<file path="config.mk">
export PLATFORM = sky130hd
export DESIGN_NAME = x3q16_exec_stage_flat
export DESIGN_NICKNAME = d
export VERILOG_FILES = /design/src/rtl/x3q16_exec_stage_if.sv /design/src/rtl/x3q16_exec_stage.sv /design/src/flat_wrapper.sv
export SDC_FILE = /design/constraint.sdc
export NUM_CORES = 1
export LEC_CHECK = 0
export ABC_AREA = 1
export CORE_UTILIZATION = 58
export CTS_CLUSTER_DIAMETER = 30
export DETAILED_ROUTE_END_ITERATION = 10
export PLACE_DENSITY = 0.81
export RECOVER_POWER = 50
export SETUP_SLACK_MARGIN = 0.5
export SLEW_MARGIN = 20
export SYNTH_ARGS = -nofsm -noshare
export SYNTH_HDL_FRONTEND = slang
export SYNTH_SLANG_ARGS = --single-unit
</file>
<file path="constraint.sdc">
create_clock -name clk -period 4.8 [get_ports clk]
set_clock_uncertainty 0.15 [all_clocks]
set_input_delay 0.48 -clock clk [delete_from_list [all_inputs] [get_ports clk]]
set_output_delay 0.48 -clock clk [all_outputs]
set_load 0.005 [all_outputs]
</file>
<file path="src/rtl/x3q16_exec_stage_if.sv">
// Handshake bundle between decode, the execute stage and writeback.
// Optional forwarding selects appear when X3Q16_EXEC_FWD_EN is defined.
interface x3q16_exec_stage_if;
    // Decode -> execute
    logic        in_valid;
    logic        in_ready;
    logic [2:0]  in_mode;
    logic [15:0] in_a;
    logic [15:0] in_b;
    logic [2:0]  in_rd;
`ifdef X3Q16_EXEC_FWD_EN
    logic        in_fwd_a;
    logic        in_fwd_b;
`endif
    // Execute -> writeback
    logic        out_valid;
    logic        out_ready;
    logic [15:0] out_result;
    logic [2:0]  out_rd;
    // Compare flags
    logic        flag_eq;
    logic        flag_gt;

    // Driver side: decode plus writeback
    modport master (
        output in_valid,
        output in_mode,
        output in_a,
        output in_b,
        output in_rd,
`ifdef X3Q16_EXEC_FWD_EN
        output in_fwd_a,
        output in_fwd_b,
`endif
        output out_ready,
        input  in_ready,
        input  out_valid,
        input  out_result,
        input  out_rd,
        input  flag_eq,
        input  flag_gt
    );

    // Execute stage side
    modport slave (
        input  in_valid,
        input  in_mode,
        input  in_a,
        input  in_b,
        input  in_rd,
`ifdef X3Q16_EXEC_FWD_EN
        input  in_fwd_a,
        input  in_fwd_b,
`endif
        input  out_ready,
        output in_ready,
        output out_valid,
        output out_result,
        output out_rd,
        output flag_eq,
        output flag_gt
    );
endinterface

</file>
<file path="src/rtl/x3q16_exec_stage.sv">
// Two-register execute stage: S1 captures the operation, S2 holds the ALU
// result for writeback. Compare flags update only when a subtract moves into S2.
// Optional operand forwarding from the last retired result: define X3Q16_EXEC_FWD_EN.
module x3q16_exec_stage (
    input  logic                clk,
    input  logic                rst_n,
    x3q16_exec_stage_if.slave   bus
);
    localparam logic [2:0] ModeAdd  = 3'b000;
    localparam logic [2:0] ModeSub  = 3'b001;
    localparam logic [2:0] ModeMul  = 3'b010;
    localparam logic [2:0] ModeNand = 3'b011;
    localparam logic [2:0] ModeShl  = 3'b100;
    localparam logic [2:0] ModeShr  = 3'b101;

    // S1 state
    logic        s1_valid_q, s1_valid_d;
    logic [2:0]  s1_mode_q,  s1_mode_d;
    logic [15:0] s1_a_q,     s1_a_d;
    logic [15:0] s1_b_q,     s1_b_d;
    logic [2:0]  s1_rd_q,    s1_rd_d;
    // S2 state
    logic        s2_valid_q,  s2_valid_d;
    logic [15:0] s2_result_q, s2_result_d;
    logic [2:0]  s2_rd_q,     s2_rd_d;
    logic        flag_eq_q,   flag_eq_d;
    logic        flag_gt_q,   flag_gt_d;

    logic        accept;
    logic        s1_move;
    logic        retire;
    logic [15:0] opnd_a;
    logic [15:0] opnd_b;
    logic [15:0] mul_full;
    logic [15:0] alu_result;
    logic        cmp_eq;
    logic        cmp_gt;

    assign retire      = s2_valid_q & bus.out_ready;
    assign s1_move     = s1_valid_q & (~s2_valid_q | bus.out_ready);
    assign bus.in_ready = ~s1_valid_q | ~s2_valid_q | bus.out_ready;
    assign accept      = bus.in_valid & bus.in_ready;

`ifdef X3Q16_EXEC_FWD_EN
    logic [15:0] last_q, last_d;
    logic [15:0] fwd_value;

    // A result retiring this cycle is newer than the stored copy
    always_comb begin
        fwd_value = retire ? s2_result_q : last_q;
        opnd_a    = bus.in_fwd_a ? fwd_value : bus.in_a;
        opnd_b    = bus.in_fwd_b ? fwd_value : bus.in_b;
        last_d    = retire ? s2_result_q : last_q;
    end

    // Last retired result register
    always_ff @(posedge clk) begin
        if (!rst_n) begin
            last_q <= 16'h0000;
        end else begin
            last_q <= last_d;
        end
    end
`else
    // Operands come straight from decode
    always_comb begin
        opnd_a = bus.in_a;
        opnd_b = bus.in_b;
    end
`endif

    // ALU and comparator on S1 contents
    always_comb begin
        mul_full   = {8'h00, s1_a_q[7:0]} * {8'h00, s1_b_q[7:0]};
        cmp_eq     = (s1_a_q == s1_b_q);
        cmp_gt     = ($signed(s1_a_q) > $signed(s1_b_q));
        alu_result = 16'h0000;
        case (s1_mode_q)
            ModeAdd:  alu_result = s1_a_q + s1_b_q;
            ModeSub:  alu_result = s1_a_q - s1_b_q;
            ModeMul:  alu_result = {7'h00, mul_full[8:0]};
            ModeNand: alu_result = ~(s1_a_q & s1_b_q);
            ModeShl:  alu_result = {s1_a_q[14:0], 1'b0};
            ModeShr:  alu_result = {1'b0, s1_a_q[15:1]};
            default:  alu_result = 16'h0000;
        endcase
    end

    // S1 next state: load on accept, empty when it drains into S2
    always_comb begin
        s1_valid_d = s1_valid_q;
        s1_mode_d  = s1_mode_q;
        s1_a_d     = s1_a_q;
        s1_b_d     = s1_b_q;
        s1_rd_d    = s1_rd_q;
        if (accept) begin
            s1_valid_d = 1'b1;
            s1_mode_d  = bus.in_mode;
            s1_a_d     = opnd_a;
            s1_b_d     = opnd_b;
            s1_rd_d    = bus.in_rd;
        end else if (s1_move) begin
            s1_valid_d = 1'b0;
        end
    end

    // S2 next state: payload changes only on a move, so it holds while stalled
    always_comb begin
        s2_valid_d  = s2_valid_q;
        s2_result_d = s2_result_q;
        s2_rd_d     = s2_rd_q;
        flag_eq_d   = flag_eq_q;
        flag_gt_d   = flag_gt_q;
        if (s1_move) begin
            s2_valid_d  = 1'b1;
            s2_result_d = alu_result;
            s2_rd_d     = s1_rd_q;
            if (s1_mode_q == ModeSub) begin
                flag_eq_d = cmp_eq;
                flag_gt_d = cmp_gt;
            end
        end else if (retire) begin
            s2_valid_d = 1'b0;
        end
    end

    // Pipeline registers; reset drops any in-flight operation
    always_ff @(posedge clk) begin
        if (!rst_n) begin
            s1_valid_q  <= 1'b0;
            s1_mode_q   <= 3'b000;
            s1_a_q      <= 16'h0000;
            s1_b_q      <= 16'h0000;
            s1_rd_q     <= 3'b000;
            s2_valid_q  <= 1'b0;
            s2_result_q <= 16'h0000;
            s2_rd_q     <= 3'b000;
            flag_eq_q   <= 1'b0;
            flag_gt_q   <= 1'b0;
        end else begin
            s1_valid_q  <= s1_valid_d;
            s1_mode_q   <= s1_mode_d;
            s1_a_q      <= s1_a_d;
            s1_b_q      <= s1_b_d;
            s1_rd_q     <= s1_rd_d;
            s2_valid_q  <= s2_valid_d;
            s2_result_q <= s2_result_d;
            s2_rd_q     <= s2_rd_d;
            flag_eq_q   <= flag_eq_d;
            flag_gt_q   <= flag_gt_d;
        end
    end

    assign bus.out_valid  = s2_valid_q;
    assign bus.out_result = s2_result_q;
    assign bus.out_rd     = s2_rd_q;
    assign bus.flag_eq    = flag_eq_q;
    assign bus.flag_gt    = flag_gt_q;
endmodule

</file>
<file path="src/flat_wrapper.sv">
// flat-port wrapper written by rule: the top's interface ports become plain ports
module x3q16_exec_stage_flat 
  (clk, rst_n, bus_in_valid, bus_in_mode, bus_in_a, bus_in_b, bus_in_rd, bus_out_ready, bus_in_ready, bus_out_valid, bus_out_result, bus_out_rd, bus_flag_eq, bus_flag_gt);
  x3q16_exec_stage_if bus_i ();
  input  logic clk;
  input  logic rst_n;
  input wire logic [$bits(bus_i.in_valid)-1:0] bus_in_valid;
  input wire logic [$bits(bus_i.in_mode)-1:0] bus_in_mode;
  input wire logic [$bits(bus_i.in_a)-1:0] bus_in_a;
  input wire logic [$bits(bus_i.in_b)-1:0] bus_in_b;
  input wire logic [$bits(bus_i.in_rd)-1:0] bus_in_rd;
  input wire logic [$bits(bus_i.out_ready)-1:0] bus_out_ready;
  output wire logic [$bits(bus_i.in_ready)-1:0] bus_in_ready;
  output wire logic [$bits(bus_i.out_valid)-1:0] bus_out_valid;
  output wire logic [$bits(bus_i.out_result)-1:0] bus_out_result;
  output wire logic [$bits(bus_i.out_rd)-1:0] bus_out_rd;
  output wire logic [$bits(bus_i.flag_eq)-1:0] bus_flag_eq;
  output wire logic [$bits(bus_i.flag_gt)-1:0] bus_flag_gt;
  assign bus_i.in_valid = bus_in_valid;
  assign bus_i.in_mode = bus_in_mode;
  assign bus_i.in_a = bus_in_a;
  assign bus_i.in_b = bus_in_b;
  assign bus_i.in_rd = bus_in_rd;
  assign bus_i.out_ready = bus_out_ready;
  assign bus_in_ready = bus_i.in_ready;
  assign bus_out_valid = bus_i.out_valid;
  assign bus_out_result = bus_i.out_result;
  assign bus_out_rd = bus_i.out_rd;
  assign bus_flag_eq = bus_i.flag_eq;
  assign bus_flag_gt = bus_i.flag_gt;
  x3q16_exec_stage u_core (.clk(clk), .rst_n(rst_n), .bus(bus_i));
endmodule
</file>
* Word-level counts from Yosys, hierarchy flattened
Index checks and enable logic that the tools add are counted.
** Word-level totals
- Flip-flop bits (word level) :: 61
- Bits in latches :: 0
- Memory bits (writable) :: 0
- Bits in read-only memories :: 0
- Bits of input ports :: 42
- Output and inout bits :: 23
- Word-level logic and storage cells :: 39
- Memories kept :: 0
** Operators by class
- Add/sub/neg operators :: 2
- $mul :: 1
- Divide/modulo/power cells :: 0
- Order comparisons :: 1
- Eq/ne operators :: 6
- Shifts and indexed selects :: 0
- Mux-type cells :: 5
- Bitwise gates (word level) :: 10
- Reduce and logical (&&, ||, !) cells :: 4
** Operators with widths (number)
- $pmux 16 s6 :: 1
- $add 16x16->16 :: 1
- $and 16x16->16 :: 1
- $eq 16x16->1 :: 1
- $gt 16x16->1 :: 1
- $not 16->16 :: 1
- $sub 16x16->16 :: 1
- $mul 8x8->9 :: 1
- $eq 3x2->1 const B :: 2
- $eq 3x3->1 const B :: 2
- $mux 1 :: 4
- $reduce_bool 2->1 :: 2
- $and 1x1->1 :: 3
- $eq 3x1->1 const B :: 1
- $logic_not 3->1 :: 1
- $or 1x1->1 :: 3
- $not 1->1 :: 2
- $reduce_and 2->1 :: 1

* Depth between registers and ports, before layout
- Depth after elaboration :: 5
- Depth in mapped cells :: 24
- Depth with buffers taken out :: 23

* Worst setup path after synthesis
OpenSTA, ideal clock, no wires.
- Path type :: register -> register
- From :: reg u_core.s1_a_q[0]
- To :: reg u_core.s2_result_q[8], in the netlist u_core.bus.out_result[8]
- Setup time :: 70 ps
- Arrival :: 3707 ps
- Required time :: 4580 ps
- Path slack :: 873 ps
- Cell stages (with the launch flop) :: 18
- Path buffers :: 1
- Period minus slack after synthesis :: 3927 ps
- Path through :: dfxtp_1 clkbuf_1 nand2_1 fa_1 fa_1 inv_1 fa_1 inv_1 fa_1 inv_1 ha_1 a21oi_1 inv_1 nand3_1 nand3_1 nand2_1 nand2_1 a21oi_1
** Between the ends
- Longest elaborated chain between the ends :: 2
- Elaborated cells between the ends (all ways) :: 4
- Classes of those cells :: 2 x add/sub; 1 x mul; 1 x mux
** RTL lines
- from (decl) :: line x3q16_exec_stage.sv:19 : logic [15:0] s1_a_q, s1_a_d;
- from (signal assigned) :: line x3q16_exec_stage.sv:132 : s1_a_q <= 16'h0000;
- from (signal assigned) :: line x3q16_exec_stage.sv:143 : s1_a_q <= s1_a_d;
- $mul 8x8->9 (tied with other cells) :: line x3q16_exec_stage.sv:74 : mul_full = {8'h00, s1_a_q[7:0]} * {8'h00, s1_b_q[7:0]};
- $pmux 16 s6 * :: line x3q16_exec_stage.sv:78 : case (s1_mode_q)
- to (signal assigned) :: line x3q16_exec_stage.sv:147 : s2_result_q <= s2_result_d;
- to (decl) :: line x3q16_exec_stage.sv:24 : logic [15:0] s2_result_q, s2_result_d;
Mark *: on every way between the ends. The rest lies on a longest branch, timed or not.
A chain may end at the register's enable or synchronous reset.

* Final worst setup path
- From :: reg u_core.s1_a_q[5]
- To :: reg u_core.s2_result_q[7], in the netlist u_core.bus.out_result[7]
Same word-level chain as after synthesis.

==> impl_metrics.ini <==
[timing]
hold_viol_final = 0
rsz0062_at_grt = false
worst_pin_slew_ns = 1.54
setup_tns_ns = 0
max_slew_margin_pct = -2.67
finalCritPeriodShare_pct = 83.6
min_period_ns = 4.01
whs_ns = 0.314
finalSetupViolCount = 0
max_freq_ghz = 0.249
maxSlewViolCount = 43

[finish]
diodes = 0
num-fill-cells = 815
regArea_mm2 = 0.00123
nNetsFinal = 1008
multi_input_area_mm2 = 0.00361
final_core_util_pct = 70.1
area_growth_pct = 16.8
drive_above_1_share_pct = 6.10

[yosys]
synthTopCellsByArea = dfxtp_1 22%, nand2_1 12%, ha_1 11%
ys_seq_elements = 61
synthCells = 848
yosysMostFrequentCell = nand2_1
synth_area_mm2 = 0.00555
synth_seq_area_share_pct = 22.0
synth_top_area_cell = dfxtp_1
ys_types = 48
postSynthAreaPerCell_um2 = 6.54
ys_async_sr_fraction_pct = 0
syn-num-nets = 959
synth_common_cells = 171 x nand2_1, 154 x inv_1, 93 x a21oi_1, 69 x o21ai_0, 61 x dfxtp_1
synthFlopType = dfxtp_1
synth_edf_count = 0
synth_top_area_share_pct = 22.0
yosys_warnings = 0

[routing]
antenna_left = 0
wl_per_cell_um = 16.5
drc = 0
via_count = 5877
drt_wl_total_mm = 17.0
initialDrtViolationCount = 337
drt-vias-per-instance = 5.71
drtPass1Iterations = 5

[clock_network]
clk_pin_slew_worst_paths_ns = 0.08
cts_buffers = 9
cts_tree = yes
htreeDepth = 3
clock_sinks = 61
hold_buffers = 0
clock_latency_ns = 0.36
cts-root-buf = clkbuf_8
cts_buffer_depth = 2

[worst_setup_path]
crit_slowest_cell = dfxtp_1
cpPeakStageDelay_ns = 0.53
crit_type = reg -> reg
arrival_ns = 4.07
crit_buf_inv = 3
cp-start-kind = flop
critical_path.top_delay_family = adder cells
cp_cell_sequence = nand2_1 > fa_1 > fa_1 > inv_1 > fa_1 > inv_1 > fa_1 > inv_1 > ha_1 > o21ai_0 > nand4_1 > nand2_1 > a21oi_1
cp_common_cell = fa_1
rrSetupSlack_ns = 0.79
crit_fanout = 9
crit_path_end_kind = flop
cp.required_ns = 4.86

[grt]
grt_pass1_vias = 5764
antenna_found_initial = 0
track_usage_pct = 35.8
grt_max_degree = 43
grt_pass1_wl_mm = 27.6
overflow = 0

[hold_path]
hp-class = reg -> reg

[power]
leakage_nw = 3.33
vdd_ir_drop_max_uv = 148
cellPowerDensity_mw_per_mm2 = 258

[run_status]
violations = max-capacitance violations, max-slew violations
status = finished with violations

[placed_design]
post-dp-hpwl_mm = 13.2
routabilityCongestion = 1.01
port_buffers = 64

[floorplan]
start_util_pct = 60.0
core_mm2 = 0.00924
die_h_um = 99.8
fp-row-count = 35
die_x_um = 99.8
top_level_ports = 65
dieArea_mm2 = 0.00996

[job]
cap_violations = 1
## metal layers
layer,vias up,wire (um),track usage (%)
li1,2846,-,-
met1,2718,6950,42.1
met2,247,8310,62.9
met3,66,935,4.39
met4,0,830,21.0
met5,-,0,0
## stage by stage
| stage | cell area, um^2 | total power [mW] | setup slack [ns] | std cells |
|---|---|---|---|---|
| floorplan | 5550 | 0.981 | 0.873 | 848 |
| global placement | 6240 | 1.15 | 0.699 | 1015 |
| detailed placement | 6240 | 1.17 | 0.603 | 1015 |
| CTS | 6450 | 1.67 | 0.593 | 1030 |
| global route | 6480 | 1.77 | 0.516 | 1030 |
| finish | 6480 | 1.67 | 0.788 | 1030 |
## cell type report
cell class                 instances  share of cell area [%]
multi-input combinational        598                    55.8
sequential                        61                    18.9
timing repair buffer              69                    10.4
inverter                         158                    9.16
clock buffer                      12                    2.55
tap                              129                    2.49
clock inverter                     3                   0.676
## report_power, final
group / switching, mW / internal (mW)
Clock: 0.225 / 0.280
Combinational: 0.369 / 0.215
Sequential: 0.0429 / 0.543
Total: 0.636 / 1.04
## final timing paths
path                                         startpoint  depth (start not counted)                                     to
hold / removal    u_core.bus.out_result[0]$_SDFFE_PN0P_                          2  u_core.bus.out_result[0]$_SDFFE_PN0P_
hold reg to reg   u_core.bus.out_result[0]$_SDFFE_PN0P_                          2  u_core.bus.out_result[0]$_SDFFE_PN0P_
setup / recovery          u_core.s1_a_q[5]$_SDFFE_PN0P_                         13  u_core.bus.out_result[7]$_SDFFE_PN0P_
setup reg to reg          u_core.s1_a_q[5]$_SDFFE_PN0P_                         13  u_core.bus.out_result[7]$_SDFFE_PN0P_
## worst register-to-register path, delay by kind of cell, from the launching register on
kind,cells,cell delay (ns)
buffers and inverters,3,0.15
AND/OR/NAND/NOR,3,0.34
flip-flops,1,0.53
adder cells (fa/ha/maj),5,2.32
AO/OA/AOI/OAI,2,0.37
## cells by family after synthesis
family                   count (synthesis)  synth area share, %
XOR/XNOR                                 4                0.632
buffers and inverters                  189                 13.3
AND/OR/NAND/NOR                        314                 24.5
AO/OA/AOI/OAI                          211                 21.3
flip-flops                              61                 22.0
adder cells (fa/ha/maj)                 69                 18.3
## sequential cells by signal, indices dropped and copies added, names as in the netlist
signal,count
u_core.bus.flag_eq,1
u_core.bus.flag_gt,1
u_core.bus.out_rd,3
u_core.bus.out_result,16
u_core.bus.out_valid,1
u_core.s1_a_q,16
u_core.s1_b_q,16
u_core.s1_mode_q,3
u_core.s1_rd_q,3
u_core.s1_valid_q,1
## cell usage in the layout, fill, tap and decap left out, types with 2 or more instances in the layout
cell / netlist / layout
nand2_1: 171 / 171
inv_1: 154 / 154
a21oi_1: 93 / 93
o21ai_0: 69 / 69
nand3_1: 57 / 57
dfxtp_1: 61 / 56
nor2_1: 52 / 52
ha_1: 49 / 47
clkdlybuf4s50_1: 0 / 41
dlygate4sd3_1: 0 / 23
fa_1: 20 / 20
o22ai_1: 15 / 15
clkbuf_8: 0 / 12
nand4_1: 11 / 11
nand2_2: 9 / 9
a21oi_2: 6 / 6
o21bai_1: 5 / 5
dfxtp_2: 0 / 5
nor3_1: 4 / 4
buf_4: 2 / 4
xor2_1: 3 / 3
o211ai_1: 3 / 3
inv_2: 3 / 3
o21ai_1: 3 / 3
a31oi_1: 2 / 2
or2_2: 2 / 2
a221oi_1: 2 / 2
a21o_1: 2 / 2
nor2_4: 2 / 2
ha_4: 0 / 2
## timing repair
item | in CTS | in global routing
resized for setup | 0 | 9
setup buffers | 0 | 0
setup endpoints to repair | 0 | 4
(Power assumes the default switching activity.)
